<file path="config.mk">
export PLATFORM = sky130hd
export DESIGN_NAME = qft_pair_sequencer
export DESIGN_NICKNAME = d
export VERILOG_FILES = /design/src/rtl/qft_pair_sequencer.sv
export SDC_FILE = /design/constraint.sdc
export NUM_CORES = 1
export LEC_CHECK = 0
export ABC_AREA = 0
export BUFFER_PORTS_ARGS = -buffer_cell sky130_fd_sc_hd__buf_2
export CAP_MARGIN = 40
export CORE_MARGIN = 2
export CORE_UTILIZATION = 60
export CTS_BUF_LIST = sky130_fd_sc_hd__clkbuf_4 sky130_fd_sc_hd__clkbuf_8
export DETAILED_ROUTE_END_ITERATION = 10
export PLACE_DENSITY = 0.88
export SLEW_MARGIN = 10
export SYNTH_ARGS = -nofsm -noshare
export SYNTH_HDL_FRONTEND = slang
export SYNTH_SLANG_ARGS = --single-unit
</file>
<file path="constraint.sdc">
create_clock -name clk -period 3.45 [get_ports clk]
set_input_delay 0.1725 -clock clk [delete_from_list [all_inputs] [get_ports clk]]
set_output_delay 0.1725 -clock clk [all_outputs]
set_load 0.01 [all_outputs]
</file>
<file path="src/rtl/qft_pair_sequencer.sv">
// qft_pair_sequencer
// Pair-issue stage in front of the QFT butterfly units. A start request walks
// every amplitude pair (i, i | 1<<target) of the state vector. It reads both
// amplitudes from the state memory and presents them, with the constant 1/sqrt(2)
// scale, on a valid/ready stream.
//
// Ports
//   clk, rst_n            clock, asynchronous active-low reset
//   start, target         one-cycle request and target qubit (sampled with start)
//   busy, done, err       run in progress, end-of-run pulse, illegal-target pulse
//   rd_en, rd_addr0/1     memory read strobe and pair addresses
//   rd_data{0,1}_{re,im}  read data, valid exactly one cycle after rd_en
//   out_valid, out_ready  output stream handshake
//   out_idx0/1            pair indices for writeback
//   out_a_*, out_b_*      amplitudes at idx0 / idx1 (butterfly in1 / in2)
//   out_scale             constant scale_val (butterfly in3)
module qft_pair_sequencer #(
  parameter int num_qubit      = 4,
  parameter int complexnum_bit = 24,
  parameter int fp_bit         = 22,
  parameter int scale_val      = 2965821,
  localparam int TW = (num_qubit > 1) ? $clog2(num_qubit) : 1
) (
  input  logic                      clk,
  input  logic                      rst_n,
  input  logic                      start,
  input  logic [TW-1:0]             target,
  output logic                      busy,
  output logic                      done,
  output logic                      err,
  output logic                      rd_en,
  output logic [num_qubit-1:0]      rd_addr0,
  output logic [num_qubit-1:0]      rd_addr1,
  input  logic [complexnum_bit-1:0] rd_data0_re,
  input  logic [complexnum_bit-1:0] rd_data0_im,
  input  logic [complexnum_bit-1:0] rd_data1_re,
  input  logic [complexnum_bit-1:0] rd_data1_im,
  output logic                      out_valid,
  input  logic                      out_ready,
  output logic [num_qubit-1:0]      out_idx0,
  output logic [num_qubit-1:0]      out_idx1,
  output logic [complexnum_bit-1:0] out_a_re,
  output logic [complexnum_bit-1:0] out_a_im,
  output logic [complexnum_bit-1:0] out_b_re,
  output logic [complexnum_bit-1:0] out_b_im,
  output logic [complexnum_bit:0]   out_scale
);

  localparam int NPAIR = 1 << (num_qubit - 1);
  localparam logic [num_qubit-1:0] P_LAST = num_qubit'(NPAIR - 1);
  localparam logic [TW:0] TGT_LIMIT = (TW + 1)'(num_qubit);
  localparam int EW = 2 * num_qubit + 4 * complexnum_bit;

  typedef enum logic [1:0] {
    S_IDLE,
    S_RUN,
    S_DRAIN
  } state_t;

  state_t               state;
  state_t               state_nxt;
  logic                 done_nxt;
  logic                 err_nxt;
  logic [TW-1:0]        tgt;
  logic [num_qubit-1:0] p;
  logic                 pop;
  logic                 start_ok;
  logic                 last_issue;
  logic [1:0]           occ;
  logic [1:0]           occ_nxt;
  logic [num_qubit-1:0] addr0;
  logic [num_qubit-1:0] addr1;

  logic                 vld_p1;
  logic [num_qubit-1:0] idx0_p1;
  logic [num_qubit-1:0] idx1_p1;

  logic [EW-1:0]        fifo_mem [2];
  logic                 wr_ptr;
  logic                 rd_ptr;
  logic [1:0]           cnt;

  // fp_bit describes the amplitude format only; data passes through unscaled.
  logic [31:0]          unused_fp;
  assign unused_fp = 32'(fp_bit);

  // Pair counter p with a zero bit inserted at position pos.
  function automatic logic [num_qubit-1:0] insert_zero(
    input logic [num_qubit-1:0] pv,
    input logic [TW-1:0]        pos
  );
    logic [num_qubit-1:0] lo;
    lo = (num_qubit'(1) << pos) - num_qubit'(1);
    return ((pv & ~lo) << 1) | (pv & lo);
  endfunction

  assign out_valid  = (cnt != 2'd0);
  assign pop        = out_valid & out_ready;
  // Credits: buffered entries plus the read still in flight.
  assign occ        = cnt + {1'b0, vld_p1};
  assign start_ok   = ({1'b0, target} < TGT_LIMIT);
  // A pop this cycle frees a slot for the data of a read issued now.
  assign rd_en      = (state == S_RUN) && ((occ < 2'd2) || pop);
  assign last_issue = rd_en && (p == P_LAST);
  assign occ_nxt    = occ + {1'b0, rd_en} - {1'b0, pop};

  assign addr0    = insert_zero(p, tgt);
  assign addr1    = addr0 | (num_qubit'(1) << tgt);
  assign rd_addr0 = rd_en ? addr0 : '0;
  assign rd_addr1 = rd_en ? addr1 : '0;

  assign busy      = (state != S_IDLE);
  assign out_scale = (complexnum_bit + 1)'(scale_val);

  assign {out_idx0, out_idx1, out_a_re, out_a_im, out_b_re, out_b_im} = fifo_mem[rd_ptr];

  always_comb begin
    state_nxt = state;
    done_nxt  = 1'b0;
    err_nxt   = 1'b0;
    case (state)
      S_IDLE: begin
        if (start) begin
          if (start_ok) state_nxt = S_RUN;
          else          err_nxt   = 1'b1;
        end
      end
      S_RUN: begin
        if (last_issue) begin
          if (occ_nxt == 2'd0) begin
            state_nxt = S_IDLE;
            done_nxt  = 1'b1;
          end else begin
            state_nxt = S_DRAIN;
          end
        end
      end
      S_DRAIN: begin
        if (occ_nxt == 2'd0) begin
          state_nxt = S_IDLE;
          done_nxt  = 1'b1;
        end
      end
      default: state_nxt = S_IDLE;
    endcase
  end

  always_ff @(posedge clk or negedge rst_n) begin
    if (!rst_n) begin
      state <= S_IDLE;
      done  <= 1'b0;
      err   <= 1'b0;
    end else begin
      state <= state_nxt;
      done  <= done_nxt;
      err   <= err_nxt;
    end
  end

  always_ff @(posedge clk or negedge rst_n) begin
    if (!rst_n) begin
      p   <= '0;
      tgt <= '0;
    end else if ((state == S_IDLE) && start && start_ok) begin
      p   <= '0;
      tgt <= target;
    end else if (rd_en) begin
      p <= p + num_qubit'(1);
    end
  end

  // Stage p1: read issued, memory returns data next cycle.
  always_ff @(posedge clk or negedge rst_n) begin
    if (!rst_n) begin
      vld_p1  <= 1'b0;
      idx0_p1 <= '0;
      idx1_p1 <= '0;
    end else begin
      vld_p1 <= rd_en;
      if (rd_en) begin
        idx0_p1 <= addr0;
        idx1_p1 <= addr1;
      end
    end
  end

  // Stage p2: returning data always lands in the buffer; credits guarantee room.
  always_ff @(posedge clk or negedge rst_n) begin
    if (!rst_n) begin
      for (int i = 0; i < 2; i++) fifo_mem[i] <= '0;
      wr_ptr <= 1'b0;
      rd_ptr <= 1'b0;
      cnt    <= 2'd0;
    end else begin
      if (vld_p1) begin
        fifo_mem[wr_ptr] <= {idx0_p1, idx1_p1, rd_data0_re, rd_data0_im, rd_data1_re, rd_data1_im};
        wr_ptr           <= ~wr_ptr;
      end
      if (pop) rd_ptr <= ~rd_ptr;
      cnt <= cnt + {1'b0, vld_p1} - {1'b0, pop};
    end
  end

endmodule

</file>
* Word level (Yosys, flattened, before mapping)
Cells that the tools add are included.
Word-level totals: bits in registers 230, output and inout port bits 142
Operators by class: add/subtract/negate cells 6, order comparisons 4, equal/unequal tests 6, shift-type cells 1, mux-type cells 18, bitwise gates (word level) 10, reductions and logical operators 11
Operator list (number):
- 104-bit two-way mux | 4
- 208-bit bitwise mux | 1
- 104-bit demux with 1-bit select | 1
- 4-bit two-way mux | 4
- 2-bit two-way mux | 4
- 4-bit OR | 2
- 2-bit inequality test (second input constant) | 3
- 2-bit case mux with 3 select lines | 1
- 2-bit nonzero test | 3
- 2-bit by 1-bit adder with 2-bit output | 2
- 4-bit by 1-bit adder with 4-bit output (second input constant) | 1
- 4-bit AND | 1
- 4-bit by 3-bit equality test with 1-bit output (second input constant) | 1
- 2-bit >= comparator (second input constant) | 2
- 1-bit logical AND | 4
- 2-bit zero test | 2
- 1-bit NOT with 2-bit output | 2
- 1-bit by 2-bit left shift with 4-bit output (first input constant) | 1
- 2-bit by 1-bit subtractor with 2-bit output | 2
- 4-bit by 2-bit subtractor with 4-bit output (second input constant) | 1
- 3-bit AND | 1
- 3-bit NOT | 1
- 3-bit AND reduction | 1
- 2-bit by 1-bit equality test with 1-bit output (second input constant) | 1
- 8 further kinds | 10

* Depth between registers and ports, before layout
word-level depth 10, mapped depth 9, depth with buffers taken out 9

* Least setup slack after synthesis
Ideal clock, no wire load.
kind reg2reg, from register vld_p1, to register state[0], setup time 126 ps, data arrival time 2224 ps, required time 3324 ps, path slack 1100 ps, cell stages (with the launch flop) 10, buffers on the path 0, cell sequence dfrtp_1 ha_1 or3b_4 o211ai_4 inv_6 ha_1 xor2_1 xnor2_1 nor2_1 o311a_1
On the way: word-level cells in the longest chain between the ends 9, elaborated cells on any way between the ends 11
Ends and longest elaborated chain:
- start, declared | line 74 | logic vld_p1;
- start signal, assigned | line 179 | vld_p1 <= rd_en;
- 2-bit by 1-bit adder with 2-bit output * | line 100 | assign occ = cnt + {1'b0, vld_p1};
- 2-bit < comparator * | line 103 | assign rd_en = (state == S_RUN) && ((occ < 2'd2) || pop);
- 1-bit logical OR * | line 103
- 1-bit logical AND * | line 103
- named net rd_en | line 31 | output logic rd_en,
- 2-bit by 1-bit adder with 2-bit output | line 105 | assign occ_nxt = occ + {1'b0, rd_en} - {1'b0, pop};
- 2-bit by 1-bit subtractor with 2-bit output | line 105
- 2-bit zero test | line 139 | if (occ_nxt == 2'd0) begin
- 2-bit inequality test (no source line)
- 3-bit AND reduction (no source line) *
- end signal, assigned | line 154 | state <= state_nxt;
- end, declared | line 60 | state_t state;
Mark *: on every way through the listed nets, which the timed path passes. The rest lies on a longest branch. A chain may end at the register's enable or synchronous reset.

* Final worst setup path
from register vld_p1, to register state[0]
On the way: word-level cells in the longest chain between the ends 9, elaborated cells on any way between the ends 11
Ends and longest elaborated chain (line):
- 2-bit by 1-bit adder with 2-bit output * | 100
- 2-bit < comparator | 103
- 1-bit logical OR | 103
- 1-bit logical AND | 103
- 2-bit by 1-bit adder with 2-bit output | 105
- 2-bit by 1-bit subtractor with 2-bit output | 105
- 2-bit zero test | 139
- 2-bit inequality test (no source line)
- 3-bit AND reduction (no source line) *
Every way passes the cells marked *; elsewhere a longest branch is shown, timed or not.

==> qor.csv <==
metric,value,unit
status,"complete, no violations",
RSZ-0062 raised after global routing,false,
worst-path maximum fanout,15,
vias per cell,5.38,
Detail Route Antenna Nets,0,
global-route usage over all layers,27.8,%
Pleak,6.23,nW
final WL,24.7,mm
worst slew pin tran,0.864,ns
row count,47,
die width,135,µm
CTS Root Cell,clkbuf_8,
DP HPWL,13.8,mm
"Avg Cell Area, Syn",14.9,µm²
Async SR Flop Fraction,100,%
r2r startpoint,vld_p1,
vias in the first global route,7699,
die height,135,µm
Starting Density,61.6,%
Main synth FF type,dfrtp_1,
initial antenna violation count,1,
final hold slack,0.0399,ns
Yosys cell types,37,
Crit Path Category,reg2reg,
R2R Setup Slk,0.72,ns
largest net degree at the start of global routing,101,
layout cells sized above 1,59.5,%
Via Count,6816,
Worst setup SP type,flip-flop,
RePlAce Congestion,0.812,
TritonCTS clock tree,built,
"Data required, critical path",3.84,ns
Final WS setup,0.720,ns
port bufs,217,
CP endpoint kind,flip-flop,
hold crit path type,in2reg,
first drt pass iteration count,4,
CTS Buf Count,38,
Post-synth EDFFs,0,
final setup fails,0,
CP arrival,3.12,ns
DIE AREA,18200,µm²
synthesis-to-layout area growth,30.3,%
YS warnings,0,
minimum clock period,2.73,ns
Hold Path Sink,rd_ptr,
Setup Skew,0.0149,ns
Final TNS setup,0,ns
synthesized flop and latch total,230,
Place WS,0.724,ns
Slew HR,42.3,%
post-layout util,80.3,%
clk_lat worst skew,0.51,ns
WL per Instance,19.5,µm
Max VDD drop,671,µV
Iter 0 DRT Violations,261,
clock-pin slew on the worst setup and hold paths,0.06,ns
worst hold stages,3,
worst reg2reg endpoint,state[0],
clock buffer depth,3,
"Period Utilization, post-route",79.1,%
core area,16600,µm²
HP Start,out_ready,
Final Hold Viols,0,
Max Slew Vio Count,0,
grt ovf,0,
cells after synthesis,689,
nets,1123,
Max Cap Viol,0,
pwr dens,991,nW/µm²
sequential fraction of the synthesis area,56.1,%
cell depth of the worst flop-to-flop path,9,
crit path from,vld_p1,
clk sink count,230,
Max Fclk,366,MHz
DRC errors left,0,
mapped cell area,10300,µm²
io pins,244,
H-tree depth,2,
first-pass GRT wire length,39.6,mm
sequential cells by signal (all words and copies together), names as in the netlist, 2 cells and up:
register  cells
cnt           2
fifo_mem    208
idx0_p1       4
idx1_p1       4
p             4
state         2
tgt           2
final cells by class:
type                            count  area, µm²
Tap cell                          220        275
Multi-Input combinational cell    412       4200
Clock inverter                      1       5.00
Clock buffer                       68        842
Timing Repair Buffer              327       2250
Sequential cell                   230       5760
Fill cell                         889       3280
Antenna cell                        2       5.00
Inverter                            6       27.5
per-layer routing:
metal,GRT usage [%],share of wire [%]
met5,0,0
met3,6.04,5.3
met1,31.3,38
met2,50.1,53
met4,13.2,3.7
how the worst max path moves through the flow:
stage | end | slack (ns) | cells after the start
floorplan | state[0] | 1.10 | 9
global placement | state[0] | 0.81 | 9
detailed placement | state[0] | 0.72 | 9
CTS | state[0] | 0.71 | 9
global route | state[0] | 0.55 | 9
finish | state[0] | 0.72 | 9
synthesized netlist by cell type, types with 2 or more instances:
cell type / count / area share [%]
a21oi_1: 7 / 0.34
nor2_1: 6 / 0.22
ha_1: 6 / 0.73
dfrtp_1: 230 / 56
nor2b_1: 2 / 0.12
nand3_1: 2 / 0.098
or2_2: 2 / 0.12
xnor2_1: 6 / 0.51
o311a_1: 2 / 0.20
nand2_1: 5 / 0.18
inv_1: 5 / 0.18
buf_4: 27 / 2.0
buf_1: 7 / 0.26
buf_2: 22 / 1.1
xor2_1: 4 / 0.34
nand2b_1: 3 / 0.18
o211ai_1: 2 / 0.15
a21o_1: 9 / 0.66
a21oi_2: 2 / 0.17
clkbuf_1: 9 / 0.33
mux2_2: 314 / 34
conb_1: 2 / 0.073
cells in the final DEF (no fill, tap or decap), types with 3 or more instances in the layout:
cell / count
mux2_2: 314
ha_1: 6
clkbuf_4: 15
a21oi_1: 7
buf_4: 4
clkbuf_8: 53
nand2_1: 4
inv_1: 5
a21o_1: 9
xor2_1: 4
conb_1: 26
nor2_1: 6
dfrtp_1: 229
dlygate4sd3_1: 100
buf_12: 6
xnor2_1: 6
nand2b_1: 3
buf_2: 216
cells by family after synthesis:
logic type	Yosys count	synth area share, %
DFF	230	56.1
other	2	0.0732
AOI/OAI and AO/OA	30	2.34
and+or+nand+nor	25	1.38
adders and majority gates	6	0.732
buffers and inverters	71	3.90
xor gates and xnor gates	10	0.854
muxes	315	34.6
stage by stage:
stage,cells,cell area (µm²),total power [mW]
floorplan,713,10300,8.53
global placement,1095,11500,10.1
detailed placement,1095,11500,10.4
CTS,1264,13400,13.1
global route,1265,13400,14.0
finish,1266,13400,13.2
what timing repair did:
item                      in CTS  in global routing
setup buffers                  0                  0
hold buffers                 100                  0
resized for setup              0                  0
hold endpoints to repair     295                  0
worst max-delay path, stage by stage (launching register included):
cell and delay (ns):
dfrtp_1 0.45, ha_1 0.29, or3b_4 0.43, o211ai_4 0.22, inv_6 0.10, ha_1 0.21, xor2_1 0.15, xnor2_1 0.39
nor2_1 0.08, o311a_1 0.29
report_power, final:
part           switching, mW  leakage [nW]  total (mW)  internal, mW
clock network           1.05         0.454        2.57          1.52
logic                   2.57          3.03        5.73          3.16
registers              0.891          2.75        4.94          4.05
Power figures use the tool's default switching activity.
